`config.mk`:
```
export PLATFORM = sky130hd
export DESIGN_NAME = rtc_bus_sched
export DESIGN_NICKNAME = d
export VERILOG_FILES = /design/src/rtl/rtc_bus_pkg.sv /design/src/rtl/rtc_phase_timer.sv /design/src/rtl/rtc_bus_sched.sv
export SDC_FILE = /design/constraint.sdc
export NUM_CORES = 1
export LEC_CHECK = 0
export BUFFER_PORTS_ARGS = -buffer_cell sky130_fd_sc_hd__buf_2
export CAP_MARGIN = 20
export CORE_MARGIN = 2
export CORE_UTILIZATION = 52
export CTS_CLUSTER_SIZE = 12
export DETAILED_ROUTE_END_ITERATION = 8
export PLACE_DENSITY = 0.82
export SETUP_SLACK_MARGIN = 0.15
export SKIP_CTS_REPAIR_TIMING = 1
export SYNTH_ARGS = -nofsm -noshare
export SYNTH_HDL_FRONTEND = slang
export SYNTH_SLANG_ARGS = --single-unit
```
`constraint.sdc`:
```
create_clock -name clk -period 6.5 [get_ports clk]
set_clock_uncertainty 0.15 [all_clocks]
set_input_delay 0.65 -clock clk [delete_from_list [all_inputs] [get_ports clk]]
set_output_delay 0.65 -clock clk [all_outputs]
set_load 0.02 [all_outputs]
```
`src/rtl/rtc_bus_pkg.sv`:
```
// Shared types and constants for the RTC bus scheduler.
// Holds the state encoding, requester indices and idle bus levels.
package rtc_bus_pkg;

    typedef enum logic [3:0] {
        ST_IDLE,
        ST_ADDR_SETUP,
        ST_ADDR_STROBE,
        ST_ADDR_HOLD,
        ST_GAP,
        ST_DATA_SETUP,
        ST_DATA_STROBE,
        ST_DATA_HOLD,
        ST_RECOVER
    } state_e;

    localparam int REQ_INI = 0;
    localparam int REQ_ESC = 1;
    localparam int REQ_LEC = 2;

    localparam logic CS_N_IDLE = 1'b1;
    localparam logic RD_N_IDLE = 1'b1;
    localparam logic WR_N_IDLE = 1'b1;
    localparam logic A_D_IDLE  = 1'b1;

    // Fixed walk through the bus sequence; RECOVER hands back to IDLE.
    function automatic state_e next_state(input state_e s);
        case (s)
            ST_ADDR_SETUP:  next_state = ST_ADDR_STROBE;
            ST_ADDR_STROBE: next_state = ST_ADDR_HOLD;
            ST_ADDR_HOLD:   next_state = ST_GAP;
            ST_GAP:         next_state = ST_DATA_SETUP;
            ST_DATA_SETUP:  next_state = ST_DATA_STROBE;
            ST_DATA_STROBE: next_state = ST_DATA_HOLD;
            ST_DATA_HOLD:   next_state = ST_RECOVER;
            default:        next_state = ST_IDLE;
        endcase
    endfunction

endpackage

```
`src/rtl/rtc_phase_timer.sv`:
```
// Down-counter timing each bus state; reloaded on every state transition,
// last_o marks the final cycle of the current state.
module rtc_phase_timer #(
    parameter int W = 4
) (
    input  logic         clk,
    input  logic         rst,
    input  logic         load_i,
    input  logic [W-1:0] dur_i,
    output logic         last_o
);

    logic [W-1:0] cnt_q;
    logic [W-1:0] cnt_d;

    always_comb begin
        cnt_d = cnt_q;
        if (load_i) begin
            cnt_d = dur_i - W'(1);
        end else if (cnt_q != '0) begin
            cnt_d = cnt_q - W'(1);
        end
    end

    always_ff @(posedge clk or negedge rst) begin
        if (!rst) begin
            cnt_q <= '0;
        end else begin
            cnt_q <= cnt_d;
        end
    end

    assign last_o = (cnt_q == '0);

endmodule

```
`src/rtl/rtc_bus_sched.sv`:
```
// Arbitrates init/write/read requesters and sequences the RTC multiplexed
// address/data bus: address phase, gap, data phase, recovery.
module rtc_bus_sched
    import rtc_bus_pkg::*;
#(
    parameter int T_SETUP = 2,
    parameter int T_PULSE = 6,
    parameter int T_HOLD  = 2,
    parameter int T_GAP   = 10,
    parameter int T_REC   = 4
) (
    input  logic        clk,
    input  logic        rst,
    input  logic [2:0]  req_i,
    input  logic [2:0]  rnw_i,
    input  logic [23:0] addr_i,
    input  logic [23:0] wdata_i,
    output logic [2:0]  gnt_o,
    output logic [2:0]  done_o,
    output logic [7:0]  rdata_o,
    input  logic [7:0]  ad_in,
    output logic [7:0]  ad_out,
    output logic        ad_oe,
    output logic        cs_n,
    output logic        rd_n,
    output logic        wr_n,
    output logic        a_d
);

    localparam int M_SP  = (T_SETUP > T_PULSE) ? T_SETUP : T_PULSE;
    localparam int M_HG  = (T_HOLD > T_GAP) ? T_HOLD : T_GAP;
    localparam int M_SPH = (M_SP > M_HG) ? M_SP : M_HG;
    localparam int T_MAX = (M_SPH > T_REC) ? M_SPH : T_REC;
    localparam int TW    = $clog2(T_MAX) + 1;

    logic [7:0] addr_a  [3];
    logic [7:0] wdata_a [3];

    for (genvar gi = 0; gi < 3; gi++) begin : g_unpack
        assign addr_a[gi]  = addr_i[8*gi +: 8];
        assign wdata_a[gi] = wdata_i[8*gi +: 8];
    end

    state_e      state_q, state_d;
    logic [1:0]  idx_q, idx_d;
    logic        rnw_q, rnw_d;
    logic [7:0]  addr_q, addr_d;
    logic [7:0]  wdata_q, wdata_d;
    logic        lec_last_q, lec_last_d;
    logic [2:0]  gnt_q, gnt_d;
    logic [2:0]  done_q, done_d;
    logic [7:0]  rdata_q, rdata_d;
    logic        cs_n_q, cs_n_d;
    logic        rd_n_q, rd_n_d;
    logic        wr_n_q, wr_n_d;
    logic        a_d_q, a_d_d;
    logic        ad_oe_q, ad_oe_d;
    logic [7:0]  ad_out_q, ad_out_d;

    logic          win_valid;
    logic [1:0]    win_idx;
    logic          load;
    logic [TW-1:0] load_dur;
    logic          timer_last;

    function automatic logic [TW-1:0] dur_of(input state_e s);
        case (s)
            ST_ADDR_SETUP, ST_DATA_SETUP:   dur_of = TW'(T_SETUP);
            ST_ADDR_STROBE, ST_DATA_STROBE: dur_of = TW'(T_PULSE);
            ST_ADDR_HOLD, ST_DATA_HOLD:     dur_of = TW'(T_HOLD);
            ST_GAP:                         dur_of = TW'(T_GAP);
            ST_RECOVER:                     dur_of = TW'(T_REC);
            default:                        dur_of = TW'(1);
        endcase
    endfunction

    // Init always wins; between write and read, the one not served last wins.
    always_comb begin
        win_valid = 1'b0;
        win_idx   = 2'(REQ_INI);
        if (req_i[REQ_INI]) begin
            win_valid = 1'b1;
            win_idx   = 2'(REQ_INI);
        end else if (req_i[REQ_ESC] && req_i[REQ_LEC]) begin
            win_valid = 1'b1;
            win_idx   = lec_last_q ? 2'(REQ_ESC) : 2'(REQ_LEC);
        end else if (req_i[REQ_ESC]) begin
            win_valid = 1'b1;
            win_idx   = 2'(REQ_ESC);
        end else if (req_i[REQ_LEC]) begin
            win_valid = 1'b1;
            win_idx   = 2'(REQ_LEC);
        end
    end

    always_comb begin
        state_d    = state_q;
        idx_d      = idx_q;
        rnw_d      = rnw_q;
        addr_d     = addr_q;
        wdata_d    = wdata_q;
        lec_last_d = lec_last_q;
        gnt_d      = '0;
        done_d     = '0;
        rdata_d    = rdata_q;
        load       = 1'b0;

        if (state_q == ST_IDLE) begin
            if (win_valid) begin
                state_d = ST_ADDR_SETUP;
                load    = 1'b1;
                idx_d   = win_idx;
                gnt_d   = 3'b001 << win_idx;
                case (win_idx)
                    2'd1: begin
                        rnw_d      = rnw_i[1];
                        addr_d     = addr_a[1];
                        wdata_d    = wdata_a[1];
                        lec_last_d = 1'b0;
                    end
                    2'd2: begin
                        rnw_d      = rnw_i[2];
                        addr_d     = addr_a[2];
                        wdata_d    = wdata_a[2];
                        lec_last_d = 1'b1;
                    end
                    default: begin
                        rnw_d   = rnw_i[0];
                        addr_d  = addr_a[0];
                        wdata_d = wdata_a[0];
                    end
                endcase
            end
        end else if (timer_last) begin
            state_d = next_state(state_q);
            load    = (state_d != ST_IDLE);
            if (state_q == ST_DATA_STROBE && rnw_q) begin
                rdata_d = ad_in;
            end
            if (state_q == ST_RECOVER) begin
                done_d = 3'b001 << idx_q;
            end
        end
    end

    assign load_dur = dur_of(state_d);

    // Bus levels are derived from the upcoming state so the pins are registered.
    always_comb begin
        cs_n_d   = CS_N_IDLE;
        rd_n_d   = RD_N_IDLE;
        wr_n_d   = WR_N_IDLE;
        a_d_d    = A_D_IDLE;
        ad_oe_d  = 1'b0;
        ad_out_d = '0;
        case (state_d)
            ST_ADDR_SETUP, ST_ADDR_STROBE, ST_ADDR_HOLD: begin
                cs_n_d   = 1'b0;
                a_d_d    = 1'b0;
                ad_oe_d  = 1'b1;
                ad_out_d = addr_d;
                wr_n_d   = (state_d == ST_ADDR_STROBE) ? 1'b0 : WR_N_IDLE;
            end
            ST_DATA_SETUP, ST_DATA_STROBE, ST_DATA_HOLD: begin
                cs_n_d = 1'b0;
                a_d_d  = 1'b1;
                if (!rnw_d) begin
                    ad_oe_d  = 1'b1;
                    ad_out_d = wdata_d;
                end
                if (state_d == ST_DATA_STROBE) begin
                    if (rnw_d) begin
                        rd_n_d = 1'b0;
                    end else begin
                        wr_n_d = 1'b0;
                    end
                end
            end
            default: ;
        endcase
    end

    always_ff @(posedge clk or negedge rst) begin
        if (!rst) begin
            state_q    <= ST_IDLE;
            idx_q      <= '0;
            rnw_q      <= 1'b0;
            addr_q     <= '0;
            wdata_q    <= '0;
            lec_last_q <= 1'b1;
            gnt_q      <= '0;
            done_q     <= '0;
            rdata_q    <= '0;
            cs_n_q     <= CS_N_IDLE;
            rd_n_q     <= RD_N_IDLE;
            wr_n_q     <= WR_N_IDLE;
            a_d_q      <= A_D_IDLE;
            ad_oe_q    <= 1'b0;
            ad_out_q   <= '0;
        end else begin
            state_q    <= state_d;
            idx_q      <= idx_d;
            rnw_q      <= rnw_d;
            addr_q     <= addr_d;
            wdata_q    <= wdata_d;
            lec_last_q <= lec_last_d;
            gnt_q      <= gnt_d;
            done_q     <= done_d;
            rdata_q    <= rdata_d;
            cs_n_q     <= cs_n_d;
            rd_n_q     <= rd_n_d;
            wr_n_q     <= wr_n_d;
            a_d_q      <= a_d_d;
            ad_oe_q    <= ad_oe_d;
            ad_out_q   <= ad_out_d;
        end
    end

    rtc_phase_timer #(
        .W(TW)
    ) u_timer (
        .clk    (clk),
        .rst    (rst),
        .load_i (load),
        .dur_i  (load_dur),
        .last_o (timer_last)
    );

    assign gnt_o   = gnt_q;
    assign done_o  = done_q;
    assign rdata_o = rdata_q;
    assign cs_n    = cs_n_q;
    assign rd_n    = rd_n_q;
    assign wr_n    = wr_n_q;
    assign a_d     = a_d_q;
    assign ad_oe   = ad_oe_q;
    assign ad_out  = ad_out_q;

endmodule

```
After elaboration in Yosys (flattened, before gate mapping). Memories as Yosys holds them, arrays and structs flattened. Index checks and enable logic that the tools add are counted.

Memories: 1. Flip-flop bits (word level): 56. Bits in read-only memories: 64. Output and inout bits: 27. Word-level logic and storage cells: 99.

Memory list: (name not given) (depth 16, bits a word 4, read ports 1, clocked after Yosys merged registers in 0, wr ports 0, line rtc_bus_sched.sv:67) `case (s)`.

Reductions and logical operators: 14. Shifts and indexed selects: 2. Eq/ne operators: 16. Bitwise gates (word level): 1. Muxes and demuxes: 47. Add/subtract/negate cells: 2.

Operator list (number): $pmux 8 s2 (3); $mux 8 (5); $eq 4x3->1 const B (7); $pmux 4 s7 (1); $mux 4 (5); $mux 1 (17); $eq 4x2->1 const B (4); $mux 3 (5); $mux 2 (5); $mux 5 (2); $sub 5x1->5 const B (2); $eq 4x1->1 const B (2); $pmux 1 s2 (4); $reduce_and 3->1 (2); $reduce_or 3->1 (2); $reduce_or 6->1 (1); $shl 1x2->3 const A (2); $logic_not 5->1 (1); $reduce_bool 5->1 (1); $eq 4x4->1 const B (1); $logic_not 4->1 (1); $reduce_bool 2->1 (2); $reduce_bool 4->1 (1); $eq 2x1->1 const B (1); 4 further kinds (5).

Longest topological paths before layout.
Depth in word-level cells: 11. Depth in mapped cells: 12.

Hierarchy. From an unflattened synthesis, not the netlist that was laid out.

Cells, all modules: 260. Area, all modules: 2894.0 µm².

Modules (own cells, without submodules): rtc_bus_sched (sequential area each 1282.5 µm², area an instance 2557.5 µm², instances 1, cells each 231); rtc_phase_timer (sequential area each 125.1 µm², area an instance 336.6 µm², instances 1, cells each 29).

Least setup slack after synthesis. No wires, ideal clock.

Path type: reg-to-reg. Start point: reg u_timer.cnt_q[0]. End point: reg u_timer.cnt_q[4]. Path slack: 3971 ps. Required time: 6215 ps. Stages on the path, launching flop included: 12. Library setup time: 135 ps. Data arrival time: 2243 ps. Buffers on the path: 2. Cell sequence: dfrtp_1 -> or4_1 -> buf_2 -> nand2b_4 -> buf_6 -> nor3_1 -> or2_1 -> ha_1 -> o41ai_2 -> o21a_1 -> a21oi_1 -> o32ai_1.

Word-level cells in the longest chain between the ends: 6. Elaborated cells on any way between the ends: 12.

Ends and longest elaborated chain: start: declaration (line rtc_phase_timer.sv:13) `logic [W-1:0] cnt_q;`; start signal: assignment (line rtc_phase_timer.sv:29) `cnt_q <= cnt_d;`; $logic_not 5->1 (line rtc_phase_timer.sv:33) `assign last_o = (cnt_q == '0);`; $mux 4 (line rtc_bus_sched.sv:134) `end else if (timer_last) begin`; $mux 4 (line rtc_bus_sched.sv:108) `if (state_q == ST_IDLE) begin`; $mem_v2 16x4; $sub 5x1->5 (line rtc_phase_timer.sv:19) `cnt_d = dur_i - W'(1);`; $mux 5 (line rtc_phase_timer.sv:18) `if (load_i) begin`.

Parallel ways exist; a longest one is shown, timed or not. The select of a mux whose other input is x is not followed. A chain may end at the register's enable or synchronous reset.

Final worst setup path. Ends and elaborated chain as after synthesis.

==> key figures <==
Final layout
  • Area Overhead vs Synth: 21.5%
  • Final nets: 438
  • Fillers: roughly 420
  • Layout Cells excl Fill: 441
  • Share of layout cells above drive strength 1: about a third
  • Post-layout util: 66.1%
  • Antenna cells: 0

Global routing
  • GRT Overall Usage: 21.5%
  • M2 GR Usage: 37.1%
  • Initial antenna violation count: 0
  • Total grt overflow: 0
  • Number of global-route vias before repair: 2337
  • GR met3 Demand/Resource: 4.65%
  • Met1 GRT Util: between 20% and 30%
  • GRT Max-Usage Layer: met2
  • Global-route wire length before repair: around 10 mm
  • Largest net degree at the start of global routing: 57

STA
  • Setup ws final: 3.63 ns
  • Hold Slack: 0.296 ns
  • Peak Freq: 0.348 GHz
  • RSZ-0062 raised after global routing: false
  • Worst-Margin Slew: 1.02 ns
  • Final setup fails: 0
  • Final Max Tran Viols: 0
  • Setup TNS: 0 ns
  • Fin. Hold Viols: 0
  • Slew Limit Headroom: 32.3%
  • Final Critical Period: ~2.9 ns
  • Fin crit share: 44.1%

Critical path
  • CP Data Required Time: 6.55 ns
  • Critical path data arrival time: 2.92 ns
  • End point of the critical path: u_timer.cnt_q[4]
  • RR Endpoint: u_timer.cnt_q[4]
  • CP startpoint kind: register
  • Worst r2r src: u_timer.cnt_q[0]
  • Crit. End Element: register
  • R2r worst-path depth: 9
  • Crit. Startpoint: u_timer.cnt_q[0]
  • Critical path type: register to register
  • Reg2Reg Setup Slack: 3.63 ns
  • Max FO, Critical Path: 11

Detailed routing
  • Via/cell ratio: 5.45
  • Vias: roughly 2400
  • Post-route ant nets: 0
  • First-iteration detailed-routing DRC count: 172
  • Final wirelength: 6.39 mm
  • Pre-antenna DRT Iters: 4
  • DR WL/cell: around 14 microns
  • Post-route DRC: 0

Die
  • Die ar.: 6020 sq um
  • Die Y-Extent: 77.6 microns
  • # rows: 26
  • Initial Util: 54.4%
  • Core Area: 5170 sq um
  • IO Count: 91
  • Die X-Extent: 77.6 microns

Synthesis
  • Yosys reg bits: 56
  • Synth top area share: 45.4%
  • Register area share after synthesis: approximately 50%
  • Post-synth EDFFs: 0
  • Synth area leader: dfrtp_1
  • Mapped cell area: 2810 sq um
  • Ys Warns: 0
  • Mapped Avg Cell Area: between 9 and 10 sq um
  • Cell count after synthesis: 291
  • Ys async rst share: 100%
  • Syn nets: 359
  • Synth unique cells: 49
  • Synth top area cells: dfrtp_1, a21oi_1, nor2_1
  • Top FF cell, synth: dfrtp_1

Power and ir drop
  • LEAKAGE: between 1.5 and 2 nW
  • Maximum VDD drop: 0.192 mV
  • Pwr Density: 403 nW/um^2

Place
  • DPL Wire Length: 4.55 mm
  • # port buffers: 90
  • Global placement routability congestion: roughly 0.85
  • Post-Place Cells: roughly 430
  • Dpl ws: 3.34 ns

CTS
  • CTS Buf Count: 5
  • CTS Sinks: 56
  • H-tree level count: 2
  • Clock-pin slew on the worst setup and hold paths: 0.09 ns
  • Clock buffer depth: 2
  • Skew-Pair Late Insertion Delay: 0.31 ns
  • CTS tree: built
  • CTS root buf: clkbuf_8

Job
  • # Max-Cap Violations: 0

Worst hold path
  • Hold/Removal Path Class: input port to asynchronous set/reset pin

Outcome
  • Outcome: complete, no violations
registers in the layout, summed over array words and instances (netlist names):
signal,count
wdata_q,8
gnt_o,3
ad_out,8
done_o,3
wr_n,1
lec_last_q,1
rd_n,1
cs_n,1
ad_oe,1
idx_q,2
state_q,4
addr_q,8
u_timer.cnt_q,5
rnw_q,1
a_d,1
rdata_o,8
cells by family after synthesis:
| kind of cell | count (synthesis) | synth area share (%) |
|---|---|---|
| multiplexers | 11 | 4.31 |
| AND/OR/NAND/NOR | 90 | 15.5 |
| AO/OA/AOI/OAI | 87 | 21.6 |
| XOR/XNOR | 2 | 0.623 |
| flip-flops | 56 | 50.0 |
| adder cells (fa/ha/maj) | 4 | 1.78 |
| buffers and inverters | 41 | 6.14 |
power by group:
part	internal [mW]	switching [mW]
clock	0.136	0.109
sequential	0.489	0.0876
combinational	0.221	0.334
total	0.847	0.530
synthesized netlist by cell type, types with 2 or more instances:
| cell | n |
|---|---|
| and3_1 | 3 |
| mux2_1 | 8 |
| dfstp_2 | 5 |
| ha_1 | 4 |
| nand3b_1 | 2 |
| inv_1 | 19 |
| nand2b_1 | 6 |
| o22ai_1 | 2 |
| nand2_1 | 13 |
| inv_2 | 2 |
| o21ai_0 | 2 |
| nor3_1 | 5 |
| clkbuf_1 | 15 |
| o21ai_1 | 4 |
| dfrtp_1 | 51 |
| a22oi_1 | 17 |
| mux2i_1 | 2 |
| nor2_1 | 42 |
| o31ai_1 | 2 |
| nand3_1 | 3 |
| buf_2 | 3 |
| nor3b_1 | 3 |
| or3_1 | 5 |
| o22ai_2 | 8 |
| buf_6 | 2 |
| a21oi_1 | 39 |
| or4_1 | 2 |
worst min-delay path by stage:
| stage | startpoint | endpoint | slack [ns] | cells after the start |
|---|---|---|---|---|
| 2_1_floorplan | rst | ad_oe | 0.20 | 0 |
| 3_3_place_gp | addr_q[4] | addr_q[4] | 0.31 | 2 |
| 6_report | rst | u_timer.cnt_q[3] | 0.30 | 2 |
| 4_1_cts | rst | u_timer.cnt_q[0] | 0.33 | 2 |
| 5_1_grt | rst | u_timer.cnt_q[3] | 0.34 | 2 |
| 3_5_place_dp | addr_q[4] | addr_q[4] | 0.31 | 2 |
through the flow:
| stage | total power, mW | cell area, sq um |
|---|---|---|
| 2_1_floorplan | 0.980 | 2810 |
| 6_report | 1.38 | 3420 |
| 5_1_grt | 1.47 | 3420 |
| 3_5_place_dp | 1.13 | 3270 |
| 4_1_cts | 1.38 | 3390 |
| 3_3_place_gp | 1.11 | 3270 |
final cells by class:
type | count | area (sq um) | area share (%)
clock buffers | 7 | 96.3 | 2.82
clock inverters | 1 | 30.0 | 0.878
inverters | 21 | 78.8 | 2.31
multi-input cells | 194 | 1230 | 36.1
flip-flops and latches | 56 | 1410 | 41.2
well taps | 70 | 87.6 | 2.56
repair buffers | 92 | 485 | 14.2
cell usage in the layout, fill, tap and decap left out, types with 3 or more instances in the layout:
master / count
a21oi_1: 39
a22oi_1: 17
and3_1: 3
buf_2: 90
clkbuf_8: 7
dfrtp_1: 51
dfstp_2: 5
ha_1: 4
inv_1: 19
mux2_1: 8
nand2_1: 13
nand2b_1: 6
nand3_1: 3
nor2_1: 42
nor3_1: 5
nor3b_1: 3
o21ai_1: 4
o22ai_2: 8
or3_1: 5
metal layers:
metal	vias up	part of all wire, %
met5	-	0
met4	0	1.8
met3	13	5.4
met2	87	52
met1	1138	41
li1	1167	-
critical path, cell delays in order, from the launching register on:
cell and delay, ns:
dfrtp_1 0.41, or4_1 0.69, nand2b_4 0.27, nor3_1 0.29, or2_1 0.16, ha_1 0.20, o41ai_2 0.11, o31ai_1 0.22
a21oi_1 0.12, o32ai_1 0.16
No activity file was read; power rests on OpenSTA's default activity.
